[src/rtl/lutram_capture_ctrl.sv]
// Capture controller for an external single-port LUT RAM ring buffer: records strobed
// samples until a trigger plus a post-trigger count, then streams the whole buffer out oldest-first.
module lutram_capture_ctrl #(
  parameter int WIDTH = 32,
  parameter int DEPTH = 4
) (
  input  logic             clk_i,
  input  logic             rst_i,
  input  logic             arm_i,
  input  logic             stb_i,
  input  logic [WIDTH-1:0] smpl_i,
  input  logic             trg_i,
  input  logic [DEPTH-1:0] delay_i,
  output logic             mem_en_o,
  output logic             mem_we_o,
  output logic [DEPTH-1:0] mem_addr_o,
  output logic [WIDTH-1:0] mem_d_o,
  input  logic [WIDTH-1:0] mem_q_i,
  output logic [WIDTH-1:0] tx_data_o,
  output logic             tx_valid_o,
  input  logic             tx_ready_i,
  output logic             busy_o,
  output logic             done_o
);

  localparam logic [DEPTH-1:0] PTR_ONE = DEPTH'(1);
  localparam logic [DEPTH:0]   REM_ONE = (DEPTH+1)'(1);
  localparam logic [DEPTH:0]   N_WORDS = {1'b1, {DEPTH{1'b0}}};

  typedef enum logic [2:0] {
    S_IDLE     = 3'd0,
    S_ARMED    = 3'd1,
    S_POST     = 3'd2,
    S_RD_ISSUE = 3'd3,
    S_RD_WAIT  = 3'd4,
    S_RD_HOLD  = 3'd5
  } state_e;

  state_e           state_q, state_d;
  logic [DEPTH-1:0] wr_ptr_q, wr_ptr_d;
  logic [DEPTH-1:0] rd_ptr_q, rd_ptr_d;
  logic [DEPTH-1:0] cnt_q, cnt_d;
  logic [DEPTH:0]   rem_q, rem_d;
  logic [WIDTH-1:0] tx_data_q, tx_data_d;
  logic             tx_valid_q, tx_valid_d;
  logic             done_q, done_d;

  // Next-state, pointer/counter updates and memory port drive.
  always_comb begin
    state_d    = state_q;
    wr_ptr_d   = wr_ptr_q;
    rd_ptr_d   = rd_ptr_q;
    cnt_d      = cnt_q;
    rem_d      = rem_q;
    tx_data_d  = tx_data_q;
    tx_valid_d = tx_valid_q;
    done_d     = 1'b0;
    mem_en_o   = 1'b0;
    mem_we_o   = 1'b0;
    mem_addr_o = '0;
    mem_d_o    = '0;

    case (state_q)
      S_IDLE: begin
        if (arm_i) begin
          state_d  = S_ARMED;
          wr_ptr_d = '0;
        end else begin
          state_d  = S_IDLE;
        end
      end

      S_ARMED: begin
        if (stb_i) begin
          mem_en_o   = 1'b1;
          mem_we_o   = 1'b1;
          mem_addr_o = wr_ptr_q;
          mem_d_o    = smpl_i;
          wr_ptr_d   = wr_ptr_q + PTR_ONE;
          if (trg_i && (delay_i == '0)) begin
            // Readout starts at the slot after the last write: the oldest word.
            state_d  = S_RD_ISSUE;
            rd_ptr_d = wr_ptr_q + PTR_ONE;
            rem_d    = N_WORDS;
          end else if (trg_i) begin
            state_d  = S_POST;
            cnt_d    = delay_i;
          end else begin
            state_d  = S_ARMED;
          end
        end else begin
          state_d = S_ARMED;
        end
      end

      S_POST: begin
        if (stb_i) begin
          mem_en_o   = 1'b1;
          mem_we_o   = 1'b1;
          mem_addr_o = wr_ptr_q;
          mem_d_o    = smpl_i;
          wr_ptr_d   = wr_ptr_q + PTR_ONE;
          cnt_d      = cnt_q - PTR_ONE;
          if (cnt_q == PTR_ONE) begin
            state_d  = S_RD_ISSUE;
            rd_ptr_d = wr_ptr_q + PTR_ONE;
            rem_d    = N_WORDS;
          end else begin
            state_d  = S_POST;
          end
        end else begin
          state_d = S_POST;
        end
      end

      S_RD_ISSUE: begin
        mem_en_o   = 1'b1;
        mem_addr_o = rd_ptr_q;
        state_d    = S_RD_WAIT;
      end

      S_RD_WAIT: begin
        tx_data_d  = mem_q_i;
        tx_valid_d = 1'b1;
        state_d    = S_RD_HOLD;
      end

      S_RD_HOLD: begin
        if (tx_ready_i) begin
          tx_valid_d = 1'b0;
          rd_ptr_d   = rd_ptr_q + PTR_ONE;
          rem_d      = rem_q - REM_ONE;
          if (rem_q == REM_ONE) begin
            state_d = S_IDLE;
            done_d  = 1'b1;
          end else begin
            state_d = S_RD_ISSUE;
          end
        end else begin
          state_d = S_RD_HOLD;
        end
      end

      default: begin
        state_d    = S_IDLE;
        tx_valid_d = 1'b0;
      end
    endcase
  end

  // State and datapath registers with synchronous reset.
  always_ff @(posedge clk_i) begin
    if (rst_i) begin
      state_q    <= S_IDLE;
      wr_ptr_q   <= '0;
      rd_ptr_q   <= '0;
      cnt_q      <= '0;
      rem_q      <= '0;
      tx_data_q  <= '0;
      tx_valid_q <= 1'b0;
      done_q     <= 1'b0;
    end else begin
      state_q    <= state_d;
      wr_ptr_q   <= wr_ptr_d;
      rd_ptr_q   <= rd_ptr_d;
      cnt_q      <= cnt_d;
      rem_q      <= rem_d;
      tx_data_q  <= tx_data_d;
      tx_valid_q <= tx_valid_d;
      done_q     <= done_d;
    end
  end

  assign tx_data_o  = tx_data_q;
  assign tx_valid_o = tx_valid_q;
  assign done_o     = done_q;
  assign busy_o     = (state_q != S_IDLE);

endmodule

[config.mk]
export PLATFORM = sky130hd
export DESIGN_NAME = lutram_capture_ctrl
export DESIGN_NICKNAME = d
export VERILOG_FILES = /design/src/rtl/lutram_capture_ctrl.sv
export SDC_FILE = /design/constraint.sdc
export NUM_CORES = 1
export LEC_CHECK = 0
export CAP_MARGIN = 20
export CORE_ASPECT_RATIO = 2
export CORE_MARGIN = 3
export CORE_UTILIZATION = 35
export DETAILED_ROUTE_END_ITERATION = 6
export PLACE_DENSITY = 0.76
export REMOVE_ABC_BUFFERS = 1
export SETUP_SLACK_MARGIN = 0.5
export SLEW_MARGIN = 20
export SYNTH_ARGS = -nofsm -noshare
export SYNTH_HDL_FRONTEND = slang
export SYNTH_SLANG_ARGS = --single-unit
[constraint.sdc]
create_clock -name clk_i -period 2 [get_ports clk_i]
set_clock_uncertainty 0.1 [all_clocks]
set_input_delay 0.2 -clock clk_i [delete_from_list [all_inputs] [get_ports clk_i]]
set_output_delay 0.2 -clock clk_i [all_outputs]
set_load 0.02 [all_outputs]
==> impl_metrics.py <==
metrics = {
    "timing": {
        "relSlewSlack_pct": 70.2,
        "hold_viol": 0,
        "fin_ws_ns": -0.0104,
        "min_period_ns": 2.01,
        "period_share_pct": 101,
        "rsz0062_at_grt": "yes",
        "fmax_mhz": 497,
        "finalSetupViolCount": 2,
        "max_slew.worst_pin.slew_ns": 0.448,
        "slew_violations": 0,
    },
    "global_route": {
        "grt_max_degree": 38,
        "grtUsageTotal_pct": 21.8,
        "grt_first_pass_wirelength_um": 14800,
        "first_global_vias": 3146,
        "gr-total-overflow": 0,
        "grt_antenna_before_repair": 0,
    },
    "die": {
        "die_x_um": 68.1,
        "start_util_pct": 36.6,
        "core.rowCount": 44,
        "die_h_um": 130,
        "ios": 147,
        "core_area_um2": 7380,
        "dieArea_um2": 8880,
    },
    "placement": {
        "post_dp_cell_area_um2": 4470,
        "port_buffers": 146,
        "place_inst": 594,
        "hpwl_um": 6940,
        "gp_congestion": 0.834,
    },
    "flow_run": {
        "max-cap-violations": 0,
    },
    "layout": {
        "drive_gt1_share_pct": 38.2,
        "stdcell_area_um2": 5680,
        "nFillCells": 490,
        "final_cells": 637,
        "final_util_pct": 77.0,
        "multi_input_area_um2": 1990,
        "antenna_cells": 0,
        "nets": 624,
        "syn2layout_area_growth_pct": 110,
        "seqCellArea_um2": 1100,
    },
    "detailed_routing": {
        "drcViolationCount": 0,
        "drt_iter0_markers": 185,
        "first_pass_iters": 4,
        "vias": 3354,
        "wire_per_inst_um": 18.9,
        "dr_wl_met2_um": 7080,
        "drt-total-wl_um": 12000,
        "wl_met3_um": 484,
        "routed.top_layer": "met4",
        "vias_per_cell": 5.27,
        "ant_nets": 0,
        "m1WireLength_um": 4010,
    },
    "outcome": {
        "status": "complete, but fails checks",
        "violations": "setup timing",
    },
    "hold_path": {
        "whs_path_depth": 2,
        "hold_path.startpoint": "rst_i",
        "min_path_type": "input pin to flop",
        "whs_endpoint": "tx_valid_o",
    },
    "synth": {
        "synth_seq_area_share_pct": 40.0,
        "syn_area_per_cell_um2": 7.83,
        "synth_cell_types": 52,
        "synth_edf_count": 0,
        "synth_seq_cells": 54,
        "synth-async-reset-ratio_pct": 0,
        "yosysWarnings": 0,
        "syn_inst": 345,
        "synth_ff_type": "dfxtp_1",
        "synth_area_um2": 2700,
    },
    "setup_path": {
        "critPathTopFamily": "buffers and inverters",
        "crit_path_end_kind": "primary output",
        "worst-path-buf-inv": 4,
        "worst-setup-path-type": "flop to primary output",
        "max_stage_delay_ns": 0.38,
        "crit_arrival_ns": 1.71,
        "crit_path_start_kind": "flop",
        "timing.rr.start": "state_q[2]",
        "critPathMaxFanout": 6,
        "worstPathCellList": "xnor2_4 > nor3_4 > buf_6 > buf_12 > buf_8 > a22o_1 > buf_6",
        "worstReg2RegEnd": "rem_q[1]",
        "reg2reg_slack_ns": 0.10,
        "crit_top_cell": "buf_6",
        "slowest_stage": "dfxtp_4",
        "rr_worst_depth": 4,
        "cp.required_ns": 1.70,
    },
    "cts": {
        "cts_sinks": 54,
        "cts_tree": "yes",
        "cts_htree_levels": 2,
        "clk_pin_slew_ns": 0.07,
        "root_buffer": "clkbuf_16",
        "clk_path_buf_depth": 2,
        "numCtsBuffers": 5,
        "clkLatencyLatePin_ns": 0.29,
        "ctsHoldBuffers": 0,
    },
    "pwr": {
        "cellPowerDensity_nw_per_um2": 505,
        "peakVddDrop_mv": 0.354,
        "leakage_nw": 2.77,
    },
}
logic make-up (layout without fill, tap and decap cells):
family | Yosys count | count (layout) | share of synthesized area [%]
xor gates and xnor gates | 3 | 3 | 0.972
adders and majority gates | 6 | 6 | 2.78
buffers and inverters | 32 | 229 | 4.68
AOI/OAI and AO/OA | 91 | 91 | 22.0
muxes | 3 | 3 | 1.11
and+or+nand+nor | 156 | 159 | 28.4
DFF | 54 | 54 | 40.0
metrics by stage:
stage                     hold slack, ns  power, mW  TNS (ns)  worst slack (ns)
after CTS                          0.142       2.64         0            0.0194
after detailed placement           0.346       1.72     -9.63            -0.302
after floorplan                    0.169       1.36    -86.81             -1.40
after global routing               0.193       2.98    -0.121           -0.0626
after global placement             0.341       1.72     -8.63            -0.254
final                              0.174       2.87   -0.0112           -0.0104
final cells by class:
class / instances / area share [%]
clock buffers: 5 / 2.20
clock inverters: 3 / 0.506
inverters: 7 / 0.506
multi-input cells: 262 / 35.0
flip-flops and latches: 54 / 19.3
well taps: 92 / 2.03
repair buffers: 214 / 40.4
flip-flops by register name, indices dropped and copies added, names as in the netlist:
name        count
tx_data_o      32
rem_q           5
cnt_q           4
rd_ptr_q        4
wr_ptr_q        4
state_q         3
done_o          1
tx_valid_o      1
worst max-delay path by stage:
stage	startpoint	depth (start not counted)	slack, ns	end
finish	state_q[0]	7	-0.01	mem_addr_o[1]
global route	state_q[0]	7	-0.06	mem_addr_o[1]
CTS	state_q[0]	6	0.02	mem_addr_o[1]
detailed placement	stb_i	6	-0.30	mem_d_o[17]
global placement	stb_i	6	-0.25	mem_d_o[7]
floorplan	state_q[0]	3	-1.40	mem_addr_o[0]
worst register-to-register path: cells and delay by family, from the launching register on:
family	cells	cell delay [ns]
flip-flops	1	0.38
AO/OA/AOI/OAI	2	0.39
AND/OR/NAND/NOR	2	0.97
synth_stat cells (2+ instances only):
| master | count | area (um2) |
|---|---|---|
| nand2_1 | 74 | 278 |
| dfxtp_1 | 54 | 1080 |
| a21oi_1 | 46 | 230 |
| and2_1 | 32 | 200 |
| clkbuf_1 | 22 | 82.6 |
| nor2_1 | 15 | 56.3 |
| o21ai_0 | 10 | 50.1 |
| inv_1 | 7 | 26.3 |
| ha_1 | 6 | 75.1 |
| nor3_1 | 6 | 30.0 |
| nand3_1 | 5 | 25.0 |
| a211oi_1 | 4 | 30.0 |
| a22o_1 | 4 | 35.0 |
| nor3b_1 | 4 | 30.0 |
| a311oi_1 | 3 | 26.3 |
| mux2i_1 | 3 | 30.0 |
| nand2b_1 | 3 | 18.8 |
| nor2b_1 | 3 | 18.8 |
| o31ai_1 | 3 | 22.5 |
| o32ai_1 | 3 | 26.3 |
| xnor2_1 | 3 | 26.3 |
| and3_1 | 2 | 12.5 |
| buf_2 | 2 | 10.0 |
| o21a_1 | 2 | 15.0 |
| o311ai_0 | 2 | 17.5 |
where the power goes:
group          internal, mW  switching [mW]
Sequential             1.09          0.0296
Combinational         0.489           0.365
Clock                 0.478           0.413
timing repair:
| item | 4_1_cts | 5_1_grt |
|---|---|---|
| cloned | 2 | 12 |
| buffers inserted | 5 | 16 |
| resized for setup | 157 | 244 |
| pin swaps | 9 | 55 |
| endpoints found under the setup margin | 125 | 125 |
layer usage:
metal  track usage [%]  up-vias
met5                 0        -
met4              10.2        0
met3              3.10       36
met2              42.3      104
met1              21.3     1618
li1                  -     1596
cells in the final DEF (no fill, tap or decap), types with 4 or more instances in the layout:
cell type and instances:
dlymetal6s2s_1 34, nor2_1 14, nor3_1 4, buf_6 58, o21ai_0 8, dfxtp_1 48
ha_1 5, and2_4 30, clkdlybuf4s50_1 69, nand2_1 73, buf_4 40, clkbuf_16 8
a22o_1 4, a21oi_1 40, or3b_4 5, nand3_1 4, inv_1 4, a21oi_2 6
Power figures use the tool's default switching activity.
